`src/rtl/mips_ctrl_pkg.sv`:
```
// Shared encodings for the multicycle MIPS control unit: ALU ops, opcodes,
// funct codes, FSM states and the datapath mux select values.
package mips_ctrl_pkg;

  typedef enum logic [3:0] {
    ALU_AND = 4'd0,
    ALU_OR  = 4'd1,
    ALU_ADD = 4'd2,
    ALU_SUB = 4'd6,
    ALU_MIN = 4'd7,
    ALU_NOR = 4'd12
  } alu_op_e;

  localparam logic [5:0] OP_RTYPE = 6'h00;
  localparam logic [5:0] OP_J     = 6'h02;
  localparam logic [5:0] OP_BEQ   = 6'h04;
  localparam logic [5:0] OP_ADDI  = 6'h08;
  localparam logic [5:0] OP_LW    = 6'h23;
  localparam logic [5:0] OP_SW    = 6'h2B;

  localparam logic [5:0] FN_ADD  = 6'h20;
  localparam logic [5:0] FN_ADDU = 6'h21;
  localparam logic [5:0] FN_SUB  = 6'h22;
  localparam logic [5:0] FN_SUBU = 6'h23;
  localparam logic [5:0] FN_AND  = 6'h24;
  localparam logic [5:0] FN_OR   = 6'h25;
  localparam logic [5:0] FN_NOR  = 6'h27;
  localparam logic [5:0] FN_SLT  = 6'h2A;

  // Code 15 is deliberately unnamed; the FSM recovers from it via its default arm.
  typedef enum logic [3:0] {
    S_IDLE     = 4'd0,
    S_FETCH    = 4'd1,
    S_FETCH_W  = 4'd2,
    S_DECODE   = 4'd3,
    S_DECODE_W = 4'd4,
    S_EXEC_R   = 4'd5,
    S_EXEC_I   = 4'd6,
    S_EXEC_W   = 4'd7,
    S_WB       = 4'd8,
    S_MEM_RD   = 4'd9,
    S_MEM_WB   = 4'd10,
    S_MEM_WR   = 4'd11,
    S_BRANCH   = 4'd12,
    S_BRANCH_W = 4'd13,
    S_JUMP     = 4'd14
  } state_e;

  typedef enum logic [1:0] {
    SRCB_REGB   = 2'd0,
    SRCB_FOUR   = 2'd1,
    SRCB_IMM    = 2'd2,
    SRCB_IMM_SH = 2'd3
  } src_b_e;

  typedef enum logic [1:0] {
    PCSRC_ALU    = 2'd0,
    PCSRC_TARGET = 2'd1,
    PCSRC_JUMP   = 2'd2
  } pc_src_e;

endpackage

```
`src/rtl/alu_op_decode.sv`:
```
// Combinational R-type funct decoder: yields the ALU operation and whether
// the funct is one this control unit supports.
module alu_op_decode
  import mips_ctrl_pkg::*;
(
  input  logic [5:0] funct,
  output logic [3:0] operation,
  output logic       legal
);

  always_comb begin
    // NOTE: every output gets a default before the case so no path infers a latch.
    operation = ALU_AND;
    legal     = 1'b1;
    case (funct)
      FN_AND:           operation = ALU_AND;
      FN_OR:            operation = ALU_OR;
      FN_ADD, FN_ADDU:  operation = ALU_ADD;
      FN_SUB, FN_SUBU:  operation = ALU_SUB;
      FN_SLT:           operation = ALU_MIN;
      FN_NOR:           operation = ALU_NOR;
      default:          legal     = 1'b0;
    endcase
  end

endmodule

```
`src/rtl/mips_multicycle_control.sv`:
```
// Multicycle MIPS control FSM driving a registered ALU: every ALU use is an
// issue state followed by a wait state that holds the same op and selects.
module mips_multicycle_control
  import mips_ctrl_pkg::*;
#(
  parameter bit ILLEGAL_HALT = 1'b0
) (
  input  logic       clk,
  input  logic       reset,
  input  logic       enable,
  input  logic [5:0] opcode,
  input  logic [5:0] funct,
  input  logic       alu_zero,
  output logic [3:0] alu_operation,
  output logic       alu_src_a,
  output logic [1:0] alu_src_b,
  output logic [1:0] pc_src,
  output logic       pc_write,
  output logic       ir_write,
  output logic       iord,
  output logic       mem_read,
  output logic       mem_write,
  output logic       reg_write,
  output logic       reg_dst,
  output logic       mem_to_reg,
  output logic       target_write,
  output logic       instr_done,
  output logic       illegal_instr,
  output logic [3:0] state
);

  state_e     state_q, state_d;
  logic       halt_q, halt_d;
  logic [3:0] r_op;
  logic       funct_legal;
  logic       is_rtype, is_mem_or_addi, instr_legal;
  state_e     after_final;

  alu_op_decode u_alu_op_decode (
    .funct     (funct),
    .operation (r_op),
    .legal     (funct_legal)
  );

  assign is_rtype       = (opcode == OP_RTYPE);
  assign is_mem_or_addi = (opcode == OP_LW) || (opcode == OP_SW) || (opcode == OP_ADDI);
  assign instr_legal    = (is_rtype && funct_legal) || is_mem_or_addi ||
                          (opcode == OP_BEQ) || (opcode == OP_J);
  assign after_final    = enable ? S_FETCH : S_IDLE;
  assign state          = state_q;

  // NOTE: sequential state uses non-blocking assignments so all registers see pre-edge values.
  always_ff @(posedge clk or posedge reset) begin
    if (reset) begin
      state_q <= S_IDLE;
      halt_q  <= 1'b0;
    end else begin
      state_q <= state_d;
      halt_q  <= halt_d;
    end
  end

  always_comb begin
    state_d = S_IDLE;
    halt_d  = halt_q;
    case (state_q)
      S_IDLE:     state_d = (enable && !halt_q) ? S_FETCH : S_IDLE;
      S_FETCH:    state_d = S_FETCH_W;
      S_FETCH_W:  state_d = S_DECODE;
      S_DECODE:   state_d = S_DECODE_W;
      S_DECODE_W: begin
        if (is_rtype && funct_legal) state_d = S_EXEC_R;
        else if (is_mem_or_addi)     state_d = S_EXEC_I;
        else if (opcode == OP_BEQ)   state_d = S_BRANCH;
        else if (opcode == OP_J)     state_d = S_JUMP;
        else if (ILLEGAL_HALT) begin
          state_d = S_IDLE;
          halt_d  = 1'b1;
        end else                     state_d = after_final;
      end
      S_EXEC_R, S_EXEC_I: state_d = S_EXEC_W;
      S_EXEC_W: begin
        if (opcode == OP_LW)      state_d = S_MEM_RD;
        else if (opcode == OP_SW) state_d = S_MEM_WR;
        else                      state_d = S_WB;
      end
      S_MEM_RD:   state_d = S_MEM_WB;
      S_BRANCH:   state_d = S_BRANCH_W;
      S_WB, S_MEM_WB, S_MEM_WR, S_BRANCH_W, S_JUMP: state_d = after_final;
      default:    state_d = S_IDLE;
    endcase
  end

  always_comb begin
    alu_operation = ALU_AND;
    alu_src_a     = 1'b0;
    alu_src_b     = SRCB_REGB;
    pc_src        = PCSRC_ALU;
    pc_write      = 1'b0;
    ir_write      = 1'b0;
    iord          = 1'b0;
    mem_read      = 1'b0;
    mem_write     = 1'b0;
    reg_write     = 1'b0;
    reg_dst       = 1'b0;
    mem_to_reg    = 1'b0;
    target_write  = 1'b0;
    instr_done    = 1'b0;
    illegal_instr = 1'b0;
    case (state_q)
      S_FETCH, S_FETCH_W: begin
        alu_operation = ALU_ADD;
        alu_src_b     = SRCB_FOUR;
        mem_read      = (state_q == S_FETCH);
        ir_write      = (state_q == S_FETCH);
        pc_write      = (state_q == S_FETCH_W);
      end
      S_DECODE, S_DECODE_W: begin
        alu_operation = ALU_ADD;
        alu_src_b     = SRCB_IMM_SH;
        if (state_q == S_DECODE_W) begin
          target_write  = 1'b1;
          illegal_instr = !instr_legal;
          instr_done    = !instr_legal;
        end
      end
      S_EXEC_R: begin
        alu_operation = r_op;
        alu_src_a     = 1'b1;
      end
      S_EXEC_I: begin
        alu_operation = ALU_ADD;
        alu_src_a     = 1'b1;
        alu_src_b     = SRCB_IMM;
      end
      // The wait state re-issues whichever operation EXEC_R/EXEC_I started.
      S_EXEC_W: begin
        alu_operation = is_rtype ? r_op : ALU_ADD;
        alu_src_a     = 1'b1;
        alu_src_b     = is_rtype ? SRCB_REGB : SRCB_IMM;
      end
      S_WB: begin
        reg_write  = 1'b1;
        reg_dst    = is_rtype;
        instr_done = 1'b1;
      end
      S_MEM_RD: begin
        mem_read = 1'b1;
        iord     = 1'b1;
      end
      S_MEM_WB: begin
        reg_write  = 1'b1;
        mem_to_reg = 1'b1;
        instr_done = 1'b1;
      end
      S_MEM_WR: begin
        mem_write  = 1'b1;
        iord       = 1'b1;
        instr_done = 1'b1;
      end
      S_BRANCH, S_BRANCH_W: begin
        alu_operation = ALU_SUB;
        alu_src_a     = 1'b1;
        if (state_q == S_BRANCH_W) begin
          pc_write   = alu_zero;
          pc_src     = PCSRC_TARGET;
          instr_done = 1'b1;
        end
      end
      S_JUMP: begin
        pc_write   = 1'b1;
        pc_src     = PCSRC_JUMP;
        instr_done = 1'b1;
      end
      default: ;
    endcase
  end

endmodule
```
`config.mk`:
```
export PLATFORM = sky130hd
export DESIGN_NAME = mips_multicycle_control
export DESIGN_NICKNAME = d
export VERILOG_FILES = /design/src/rtl/mips_ctrl_pkg.sv /design/src/rtl/alu_op_decode.sv /design/src/rtl/mips_multicycle_control.sv
export SDC_FILE = /design/constraint.sdc
export NUM_CORES = 1
export LEC_CHECK = 0
export BUFFER_PORTS_ARGS = -buffer_cell sky130_fd_sc_hd__buf_2
export CAP_MARGIN = 20
export CELL_PAD_IN_SITES_DETAIL_PLACEMENT = 0
export CELL_PAD_IN_SITES_GLOBAL_PLACEMENT = 1
export CORE_ASPECT_RATIO = 0.8
export CORE_MARGIN = 4
export CORE_UTILIZATION = 28
export CTS_BUF_LIST = sky130_fd_sc_hd__clkbuf_16
export DETAILED_ROUTE_END_ITERATION = 6
export MAX_ROUTING_LAYER = met4
export PLACE_DENSITY = 0.79
export SLEW_MARGIN = 15
export SYNTH_ARGS = -nofsm -noshare
export SYNTH_HDL_FRONTEND = slang
export SYNTH_SLANG_ARGS = --single-unit
export TNS_END_PERCENT = 20
```
`constraint.sdc`:
```
create_clock -name clk -period 4.2 [get_ports clk]
set_input_delay 1.26 -clock clk [delete_from_list [all_inputs] [get_ports clk]]
set_output_delay 1.26 -clock clk [all_outputs]
set_load 0.05 [all_outputs]
```
# Yosys cells after proc, flatten, opt, wreduce, memory -nomap -nowiden
# Cells that the tools add are included.
[totals] regBits=4 inputBits=16 wordCells=82
[classes] eq_ne=27 n_mux=32 n_reduce_logical=22
[ops] operator="$eq A6 B6 Y1 const B" n=10
[ops] operator="$pmux W4 S9" n=1
[ops] operator="$eq A4 B4 Y1 const B" n=7
[ops] operator="$mux W4" n=5
[ops] operator="$pmux W4 S5" n=1
[ops] operator="$eq A4 B3 Y1 const B" n=4
[ops] operator="$mux W1" n=16
[ops] operator="$pmux W4 S4" n=1
[ops] operator="$reduce_or A2 Y1" n=8
[ops] operator="$reduce_or A5 Y1" n=2
[ops] operator="$eq A4 B2 Y1 const B" n=2
[ops] operator="$pmux W2 S4" n=1
[ops] operator="$reduce_or A8 Y1" n=1
[ops] operator="$eq A6 B2 Y1 const B" n=1
[ops] operator="$eq A6 B3 Y1 const B" n=1
[ops] operator="$eq A6 B4 Y1 const B" n=1
[ops] operator="$logic_not A6 Y1" n=1
[ops] operator="$mux W2" n=3
[ops] operator="$pmux W1 S3" n=2
[ops] operator="$reduce_or A6 Y1" n=1
[ops] operator="$logic_or A1 B1 Y1" n=5
[ops] operator="$eq A4 B1 Y1 const B" n=1
[ops] operator="$logic_not A4 Y1" n=1
[ops] operator="$pmux W2 S2" n=1
[ops] operator="other kinds (4)" n=4

# Depth between registers and ports, before layout
# Gate-level depths: netlist of the first run.
[logic_depth] ltp_word=10 depth_mapped=6 ltp_nobuf=5

# By module
# A second synthesis of the first run with hierarchy kept.
[unflattened] cells_unflattened=113 hier_area_um2=769.5
[modules_own_cells] mod="mips_multicycle_control" n_inst=1 cells_each=100 area_each_um2=665.6 seq_area_each_um2=100.1
[modules_own_cells] mod="alu_op_decode" n_inst=1 cells_each=13 area_each_um2=103.8 seq_area_each_um2=0.0

# Worst setup path before layout of the first run
# OpenSTA, ideal clock, no wires.
[synth_path] path_type="input port to output port" start="input port opcode[0]" end="output port reg_dst" arrival_ns=3.669 t_required_ns=2.940 setup_slack_ns=-0.729 cell_stages=3 path_buffers=0 path_cell_list="or4_4 or3_4 nor4_1"
[synth_between] elab_chain_len=2
[synth_lines] element="start: declaration" line="mips_multicycle_control.sv:11" rtl="input logic [5:0] opcode,"
[synth_lines] element="$logic_not A6 Y1" line="mips_multicycle_control.sv:45" rtl="assign is_rtype = (opcode == OP_RTYPE);"
[synth_lines] element="$mux W1" line="mips_multicycle_control.sv:110" rtl="case (state_q)"
[synth_lines] element="end: declaration" line="mips_multicycle_control.sv:24" rtl="output logic reg_dst,"
# Every way passes these cells.

# Worst setup path after layout of the first run
[layout_path] start="input port opcode[0]" end="output port alu_operation[2]"
[layout_between] elab_chain_len=3
[layout_lines] element="$logic_not A6 Y1" line="mips_multicycle_control.sv:45"
[layout_lines] element="$mux W4" line="mips_multicycle_control.sv:138" rtl="alu_operation = is_rtype ? r_op : ALU_ADD;"
[layout_lines] element="$pmux W4 S4" line="mips_multicycle_control.sv:110"
[layout_lines] element="end: declaration" line="mips_multicycle_control.sv:14" rtl="output logic [3:0] alu_operation,"
# Every way passes these cells.

==> run summary, run 1 <==
CP required: 2940 ps
area inside the core boundary: 2270 sq um
fraction of final layout cells with drive strength greater than 1: 38.6%
Residual DRC: 0
height of the chip: 52.8 um
capture instance of the worst register-to-register path: state[0]
register bit count reported by yosys: 4
detailed-route wire length per cell: 13.4 um
most common library cell in the layout ignoring fill and taps: buf_2
share of the clock period used by the worst path after layout: 101%
fill cell instance count of the final layout: 243
hold buffer count at cts: 0
Total Power: 0.936 mW
maximum number of pins on one net before global-route repair: 23
number of global-route vias before repair: 852
global placement routability congestion: 0.819
number of DRC violations after detailed-routing iteration 0: 29
post-synth cell types: 38
setup repair after global routing missed its margin: yes
number of buffer cells added on primary ports: 39
main area contributors after synthesis: dfrtp_1 (14%), nor2_1 (5.3%), nand2_1 (4.8%)
dominant cell type by count on the critical path: buf_6
hold crit path type: register to register
largest fanout on the critical path: 3
grt ovf: 0
Clock Pin Slew Worst Setup and Hold Paths: 30 ps
cell at the slowest stage of the critical path: or4_4
Arr. time, crit path: 3000 ps
final hold viol count: 0
CTS max path bufs: 2
slack of the worst reg-to-reg path: 2460 ps
number of pins with negative max-slew slack in the final report: 0
achievable clock frequency: 0.235 GHz
pre-CTS setup slack: -206 ps
Skew-Pair Late Insertion Delay: 220 ps
largest delay contributor family on the critical path: simple AND/OR/NAND/NOR gates
antenna violations before repair: 0
pwr dens: 865 nW/um^2
routed wire length: 2410 um
DIE AREA: 3380 sq um
TritonCTS clock tree: yes
Initial Util: 31.0%
H-Tree Level Count: 1
Chip Width: 64.0 um
setup TNS after final layout: -176 ps
post-synthesis net count: 119
Worst Path Class, Setup: primary input to output pin
reg2reg start: state[1]
IR Drop Worst-Case VDD: 0.296 mV
Period minus WS final: 4260 ps
Worst setup EP type: output pin
Slew @ Worst Pin: 736 ps
Critical path destination: alu_operation[2]
mean instance size in the synthesized netlist: 6.83 sq um
start point of the critical path: opcode[0]
combined area of the multi-input logic cells: 571 sq um
area growth from synthesis to layout: 53.9%
number of cells traversed by the worst register-to-register path: 4
placed wire-length estimate: 1880 um
launching element type of the critical path: primary input
number of flip-flops in the largest register: 4
stages on the worst setup path: 6
Clk Tree Root Cell: clkbuf_16
FF+latch area: 100 sq um
count of buffer and inverter cells on the critical path: 2
number of max-cap violations: 0
run status: complete, but fails checks
final worst slack: -55.6 ps
CP max stage delay: 530 ps
number of placed I/O pins: 40
number of standard cells after synthesis: 103
Worst Hold Slack: 836 ps
router iterations before antenna repair: 4
P_leak: 0.509 nW
GRT Util Overall: 15.4%
placed instance area: 978 sq um
number of core rows: 15
warnings from Yosys: 0
number of antenna repair diodes: 0
per-cell via count in the routed design: 5.20
cell type with the largest total area after synthesis: dfrtp_1
residual antenna-violating net count after detailed routing: 0
area fraction of the dominant cell type after synthesis: 14.2%
cells traversed along the worst timing path: buf_6 > or4_4 > or3_4 > a2111oi_4 > a32o_2 > buf_6
clk sinks: 4
wire length of the first global-routing pass: 4020 um
number of vias in the routed layout: 931
Post-Route Skew: 2.52 ps
violated checks: setup timing
part of the Yosys area used for sequential elements: 14.2%
final setup violation count: 4
combined area of all synthesized cells: 703 sq um
Design Area, Final: 1080 sq um
total CTS buffers: 3
most frequent cells in the layout: buf_2 (34), nor2_1 (10), nand2_1 (9)
tightest slew margin relative to the limit: 51.0%
startpoint of the tightest hold check path: state[0]
number of nets in the layout: 163
[worst min-delay path by stage]
stage	to	slack, ps	cells past startpoint
global route	state[3]	860	1
CTS	state[1]	830	2
finish	state[3]	840	1
floorplan	state[1]	960	2
global placement	state[3]	820	1
detailed placement	state[1]	830	2
[final cells by class]
type | instances | share of cell area (%)
multi-input cells | 86 | 52.7
well taps | 34 | 3.93
flip-flops and latches | 4 | 9.25
repair buffers | 45 | 24.7
clock buffers | 3 | 6.94
inverters | 7 | 2.43
[where the power goes]
group / switching, mW / total (mW) / internal [mW]
registers: 0.0936 / 0.151 / 0.0572
logic: 0.461 / 0.637 / 0.176
clock network: 0.0266 / 0.148 / 0.122
total: 0.581 / 0.936 / 0.355
[through the flow]
stage | util, % | cells
after CTS | 47.5 | 179
after global routing | 47.7 | 179
final | 47.7 | 179
after global placement | 43.1 | 176
after floorplan | - | 103
after detailed placement | 43.1 | 176
[cell families after synthesis]
kind of cell | after synthesis | synth area share (%)
AND/OR/NAND/NOR | 48 | 37.2
AO/OA/AOI/OAI | 33 | 35.2
buffers and inverters | 13 | 6.94
XOR/XNOR | 4 | 4.98
flip-flops | 4 | 14.2
multiplexers | 1 | 1.42
[cell usage after synthesis]
cell	n
nor2_1	10
nand2_1	9
inv_1	7
a21oi_1	6
clkbuf_1	6
o21ai_0	6
nand2b_1	5
nor3_1	5
dfrtp_1	4
o31ai_1	4
a211oi_1	3
and2_1	3
nand3_1	3
a31oi_1	2
nor2b_1	2
nor4_1	2
o311ai_0	2
o32ai_1	2
xnor2_1	2
xor2_1	2
a2111oi_4	1
a221oi_1	1
a22o_1	1
a311o_1	1
a32o_1	1
and2_2	1
and3_1	1
and3b_1	1
mux2i_1	1
nand3b_1	1
nor3b_1	1
o211ai_1	1
o22ai_1	1
o2bb2ai_1	1
or2_2	1
or3_4	1
or3b_2	1
or4_4	1
[timing repair]
item / CTS / global route
setup endpoints to repair: 4 / 6
pin swaps: 3 / 0
setup buffers: 0 / 0
gates resized for setup: 7 / 3
[per-layer routing]
| layer | GRT usage [%] | up-vias | wire (um) |
|---|---|---|---|
| met3 | 2.36 | 4 | 226 |
| met2 | 23.8 | 46 | 1090 |
| met1 | 19.7 | 413 | 1050 |
| met5 | - | - | 0 |
| li1 | - | 468 | - |
| met4 | 7.53 | 0 | 40 |
[worst reg2reg max path, stage by stage, from the launching register on]
cell      delay, ps
dfrtp_1         640
or3b_2          630
a21oi_1         140
a311o_1         130
o211ai_1         80
(Power assumes the default switching activity.)
==> run 2: changes to the inputs <==
--- a/config.mk
+++ b/config.mk
@@ -16,6 +16,7 @@
 export DETAILED_ROUTE_END_ITERATION = 6
 export MAX_ROUTING_LAYER = met4
 export PLACE_DENSITY = 0.79
+export SKIP_LAST_GASP = 1
 export SLEW_MARGIN = 15
 export SYNTH_ARGS = -nofsm -noshare
 export SYNTH_HDL_FRONTEND = slang
==> run 2 against run 1 <==
  * The run still ends with setup timing left
  * Routed wire length increased by 1.0%
  * Non-clock buffer count stayed put
  * Via count is 0.75% lower
  * Critical path type unchanged
  * Largest cell class unchanged
  * Highest routed layer unchanged
==> run summary, run 2 (synthesis results as in run 1) <==
run status: complete, but fails checks
violated checks: setup timing
antenna violations before repair: 0 (unchanged)
height of the chip: 52.8 um (unchanged)
placed wire-length estimate: 1880 um (unchanged)
wire length of the first global-routing pass: 3950 um (-1.9%)
Arr. time, crit path: 3010 ps (about the same)
Skew-Pair Late Insertion Delay: 220 ps (about the same)
GRT Util Overall: 15.2% (-0.28 points)
startpoint of the tightest hold check path: state[0]
number of vias in the routed layout: 924 (-0.75%)
final worst slack: -72.9 ps (-17.2 ps)
maximum number of pins on one net before global-route repair: 23 (unchanged)
Total Power: 0.937 mW (+0.11%)
P_leak: 0.507 nW (-0.39%)
Chip Width: 64.0 um (unchanged)
grt ovf: 0 (unchanged)
most common library cell in the layout ignoring fill and taps: buf_2
final setup violation count: 4 (unchanged)
count of buffer and inverter cells on the critical path: 2 (unchanged)
detailed-route wire length per cell: 13.6 um (+1.0%)
CP max stage delay: 530 ps (about the same)
fill cell instance count of the final layout: 245 (+0.82%)
FF+latch area: 100 sq um (unchanged)
setup TNS after final layout: -239 ps (-63.2 ps)
Residual DRC: 0 (unchanged)
global placement routability congestion: 0.819 (unchanged)
number of flip-flops in the largest register: 4 (unchanged)
routed wire length: 2430 um (+1.0%)
number of global-route vias before repair: 826 (-3.1%)
Period minus WS final: 4270 ps (+17.2 ps)
number of buffer cells added on primary ports: 39 (unchanged)
pwr dens: 873 nW/um^2 (+0.93%)
number of antenna repair diodes: 0 (unchanged)
share of the clock period used by the worst path after layout: 102% (+0.41 points)
H-Tree Level Count: 1 (unchanged)
router iterations before antenna repair: 4 (unchanged)
TritonCTS clock tree: yes
number of core rows: 15 (unchanged)
Clk Tree Root Cell: clkbuf_16
number of pins with negative max-slew slack in the final report: 0 (unchanged)
Worst setup EP type: output pin
combined area of the multi-input logic cells: 571 sq um (unchanged)
Initial Util: 31.0% (unchanged)
Worst Path Class, Setup: primary input to output pin
cell at the slowest stage of the critical path: or4_4
number of DRC violations after detailed-routing iteration 0: 36 (+24%)
number of max-cap violations: 0 (unchanged)
CTS max path bufs: 2 (unchanged)
DIE AREA: 3380 sq um (unchanged)
total CTS buffers: 3 (unchanged)
area growth from synthesis to layout: 52.7%
hold buffer count at cts: 0 (unchanged)
final hold viol count: 0 (unchanged)
Post-CTS Setup Inserts: 0 (unchanged)
Clock Pin Slew Worst Setup and Hold Paths: 30 ps (about the same)
largest delay contributor family on the critical path: simple AND/OR/NAND/NOR gates
largest fanout on the critical path: 3 (unchanged)
hold crit path type: register to register
share of the core filled with cells in the final layout: 47.3% (-0.39 points)
fraction of final layout cells with drive strength greater than 1: 38.6% (unchanged)
cells traversed along the worst timing path: buf_2 > or4_4 > or3_4 > a2111oi_4 > and3_1 > buf_6
IR Drop Worst-Case VDD: 0.297 mV (+0.11%)
start point of the critical path: opcode[0]
residual antenna-violating net count after detailed routing: 0 (unchanged)
tightest slew margin relative to the limit: 50.9% (about the same)
achievable clock frequency: 0.234 GHz (-0.40%)
Worst Hold Slack: 840 ps (+3.50 ps)
per-cell via count in the routed design: 5.16 (-0.75%)
CP required: 2940 ps (about the same)
area inside the core boundary: 2270 sq um (unchanged)
reg2reg start: state[1]
Post-Route Skew: 2.17 ps (-0.345 ps)
number of placed I/O pins: 40 (unchanged)
number of nets in the layout: 163 (unchanged)
most frequent cells in the layout: buf_2 (36), nor2_1 (10), nand2_1 (9)
Slew @ Worst Pin: 736 ps (+0.332 ps)
launching element type of the critical path: primary input
pre-CTS setup slack: -206 ps (unchanged)
setup repair after global routing missed its margin: yes
clk sinks: 4 (unchanged)
==> run 2: cell counts in the layout (fill, tap and decap cells not counted) <==
No cell type changed its count.
==> run 2: path summary, 6_finish.rpt <==
path                                    end  slack, ps  depth (start not counted)
min in group asynchronous          state[0]        920                          2
setup / recovery           alu_operation[3]        -70                          6
hold reg to reg                    state[3]        840                          1
setup reg to reg                   state[0]       2450                          4
hold / removal                     state[3]        840                          1
max in group asynchronous          state[1]       3120                          2
==> run 2: timing repair <==
item / in CTS / in global routing
pin swaps: 2 / 0
setup endpoints to repair: 4 / 6
endpoints found under the hold margin: 0 / 0
gates resized for setup: 6 / 1
cloned: 0 / 0
==> run 2: area by class of cell <==
type / count / share of cell area [%]
Tap cell: 34 / 3.96
Clock buffer: 3 / 6.99
Timing Repair Buffer: 45 / 24.1
Sequential cell: 4 / 9.32
Inverter: 7 / 2.45
Multi-Input combinational cell: 86 / 53.1
==> run 2: routing by layer <==
layer,vias up,GRT usage (%),part of all wire [%]
li1,471,-,-
met1,418,19.6,48
met2,31,23.0,44
met3,4,2.36,6.7
met4,0,7.53,1.6
met5,-,-,0
==> run 2: report_power, final <==
| part | internal, mW | total, mW | switching (mW) | leakage, nW |
|---|---|---|---|---|
| combinational | 0.175 | 0.637 | 0.462 | 0.421 |
| sequential | 0.0571 | 0.152 | 0.0948 | 0.0493 |
| clock | 0.122 | 0.148 | 0.0262 | 0.0370 |
| total | 0.354 | 0.937 | 0.583 | 0.507 |
==> run 2: stage by stage <==
step	cell area, sq um	std cells
after floorplan	718	103
after global placement	978	176
after detailed placement	978	176
after CTS	1070	179
after global routing	1070	179
final	1070	179
==> run 3: changes to the inputs <==
--- a/config.mk
+++ b/config.mk
@@ -11,11 +11,11 @@
 export CELL_PAD_IN_SITES_GLOBAL_PLACEMENT = 1
 export CORE_ASPECT_RATIO = 0.8
 export CORE_MARGIN = 4
-export CORE_UTILIZATION = 28
+export CORE_UTILIZATION = 26
 export CTS_BUF_LIST = sky130_fd_sc_hd__clkbuf_16
 export DETAILED_ROUTE_END_ITERATION = 6
 export MAX_ROUTING_LAYER = met4
-export PLACE_DENSITY = 0.79
+export PLACE_DENSITY = 0.77
 export SKIP_LAST_GASP = 1
 export SLEW_MARGIN = 15
 export SYNTH_ARGS = -nofsm -noshare
==> constraint.sdc (replaced) <==
create_clock -name clk -period 3.8 [get_ports clk]
set_input_delay 1.14 -clock clk [delete_from_list [all_inputs] [get_ports clk]]
set_output_delay 1.14 -clock clk [all_outputs]
set_load 0.05 [all_outputs]
==> run 3 against run 2 <==
  * The run still ends with setup timing left
  * Non-clock buffer count is 2 higher
  * Largest cell class unchanged
  * Utilization decreased by 3.8 points
  * Sequential power is 13% higher
  * Clock power rose by 10%
  * First-iteration DRC count is 22% higher
==> run summary, run 3 (synthesis results as in run 1) <==
fill cell instance count of the final layout: 269 (+9.8%)
Arr. time, crit path: 2870 ps (-140 ps)
combined area of the multi-input logic cells: 576 sq um (+0.88%)
Initial Util: 27.9% (-3.1 points)
Slew @ Worst Pin: 780 ps (+43.7 ps)
launching element type of the critical path: primary input
Period minus WS final: 4010 ps
Clk Tree Root Cell: clkbuf_16
CTS max path bufs: 2 (unchanged)
final worst slack: -208 ps (-135 ps)
maximum number of pins on one net before global-route repair: 23 (unchanged)
number of global-route vias before repair: 885 (+7.1%)
routed wire length: 2450 um (+0.86%)
number of core rows: 16 (+1)
global placement routability congestion: 0.864 (+5.5%)
final setup violation count: 6 (+2)
run status: complete, but fails checks
number of antenna repair diodes: 0 (unchanged)
placed wire-length estimate: 1880 um (-0.37%)
area growth from synthesis to layout: 55.9%
number of flip-flops in the largest register: 4 (unchanged)
total CTS buffers: 3 (unchanged)
number of max-cap violations: 0 (unchanged)
cells traversed along the worst timing path: buf_2 > or4_4 > or3_4 > a2111oi_4 > and3_1 > buf_6
cell at the slowest stage of the critical path: or4_4
achievable clock frequency: 0.250 GHz
most common library cell in the layout ignoring fill and taps: buf_2
count of buffer and inverter cells on the critical path: 2 (unchanged)
violated checks: setup timing
number of vias in the routed layout: 941 (+1.8%)
number of nets in the layout: 165 (+1.2%)
per-cell via count in the routed design: 5.14 (-0.39%)
final hold viol count: 0 (unchanged)
FF+latch area: 100 sq um (unchanged)
most frequent cells in the layout: buf_2 (36), nor2_1 (10), nand2_1 (9)
Post-CTS Setup Inserts: 0 (unchanged)
detailed-route wire length per cell: 13.4 um (-1.3%)
wire length of the first global-routing pass: 4130 um (+4.7%)
GRT Util Overall: 15.1% (about the same)
Clock Pin Slew Worst Setup and Hold Paths: 30 ps (about the same)
number of buffer cells added on primary ports: 39 (unchanged)
pwr dens: 953 nW/um^2 (+9.3%)
IR Drop Worst-Case VDD: 0.309 mV (+4.1%)
CP required: 2660 ps (-280 ps)
TritonCTS clock tree: yes
share of the clock period used by the worst path after layout: 105%
number of pins with negative max-slew slack in the final report: 0 (unchanged)
P_leak: 0.520 nW (+2.5%)
hold crit path type: primary input to async pin
Worst Path Class, Setup: primary input to output pin
Design Area, Final: 1100 sq um (+2.1%)
CP max stage delay: 520 ps (about the same)
clk sinks: 4 (unchanged)
Chip Width: 66.1 um (+3.3%)
Residual DRC: 0 (unchanged)
tightest slew margin relative to the limit: 48.0% (-2.9 points)
height of the chip: 54.5 um (+3.2%)
Post-Route Skew: 0.737 ps (-1.43 ps)
router iterations before antenna repair: 4 (unchanged)
Worst Hold Slack: 788 ps (-51.2 ps)
setup repair after global routing missed its margin: yes
DIE AREA: 3610 sq um (+6.6%)
antenna violations before repair: 0 (unchanged)
placed instance area: 1000 sq um (+2.4%)
Worst setup EP type: output pin
number of placed I/O pins: 40 (unchanged)
largest fanout on the critical path: 3 (unchanged)
fraction of final layout cells with drive strength greater than 1: 40.1% (+1.5 points)
placed cell count: 180 (+2.3%)
largest delay contributor family on the critical path: simple AND/OR/NAND/NOR gates
Skew-Pair Late Insertion Delay: 220 ps (about the same)
area inside the core boundary: 2520 sq um (+11%)
number of DRC violations after detailed-routing iteration 0: 44 (+22%)
residual antenna-violating net count after detailed routing: 0 (unchanged)
Layout Cells excl Fill: 183 (+2.2%)
H-Tree Level Count: 1 (unchanged)
grt ovf: 0 (unchanged)
[run 3: cell count changes in the layout (fill, tap and decap cells not counted)]
cell      before  now
o311ai_1       0    1
nor3b_2        0    1
nor3b_1        1    0
buf_4          6    8
o311ai_0       2    1
[run 3: layout make-up]
type	instances	share of cell area, %
clock buffer	3	6.85
inverter	7	2.40
multi-input combinational	86	52.5
sequential	4	9.13
tap	36	4.11
timing repair buffer	47	25.0
[run 3: path summary, 6_finish.rpt]
| kind | start | to | slack (ps) | depth (start not counted) |
|---|---|---|---|---|
| worst max-delay path | opcode[0] | alu_operation[3] | -210 | 6 |
| worst max register to register | state[1] | state[0] | 2010 | 4 |
| min in group clk | state[0] | state[3] | 850 | 1 |
| worst min register to register | state[0] | state[3] | 850 | 1 |
| worst min-delay path | reset | state[1] | 790 | 2 |
| max in group asynchronous | reset | state[3] | 2860 | 2 |
[run 3: layer usage]
| metal | vias to the layer above | global-route usage (%) | share of wire, % |
|---|---|---|---|
| li1 | 474 | - | - |
| met1 | 415 | 21.2 | 48 |
| met2 | 46 | 21.6 | 42 |
| met3 | 6 | 1.85 | 8.4 |
| met4 | 0 | 7.09 | 2.0 |
| met5 | - | - | 0 |
[run 3: where the power goes]
part	switching, mW	total [mW]	internal, mW	leakage (nW)
registers	0.109	0.172	0.0631	0.0493
clock network	0.0291	0.163	0.134	0.0370
logic	0.512	0.709	0.197	0.433
total	0.650	1.04	0.395	0.520
[run 3: stage by stage]
stage          util, %  TNS, ps  power (mW)  worst slack [ps]
2_1_floorplan        -    -1420       0.715              -255
3_5_place_dp      39.7    -1420       0.879              -329
6_report          43.5     -994        1.04              -208
5_1_grt           43.5    -1470        1.11              -295
4_1_cts           43.5    -1050        1.05              -206
3_3_place_gp      39.7    -1460       0.883              -323
[run 3: timing repair]
item | CTS | global route
pin swaps | 2 | 0
setup endpoints to repair | 6 | 8
resized for setup | 6 | 1
hold buffers | 0 | 0
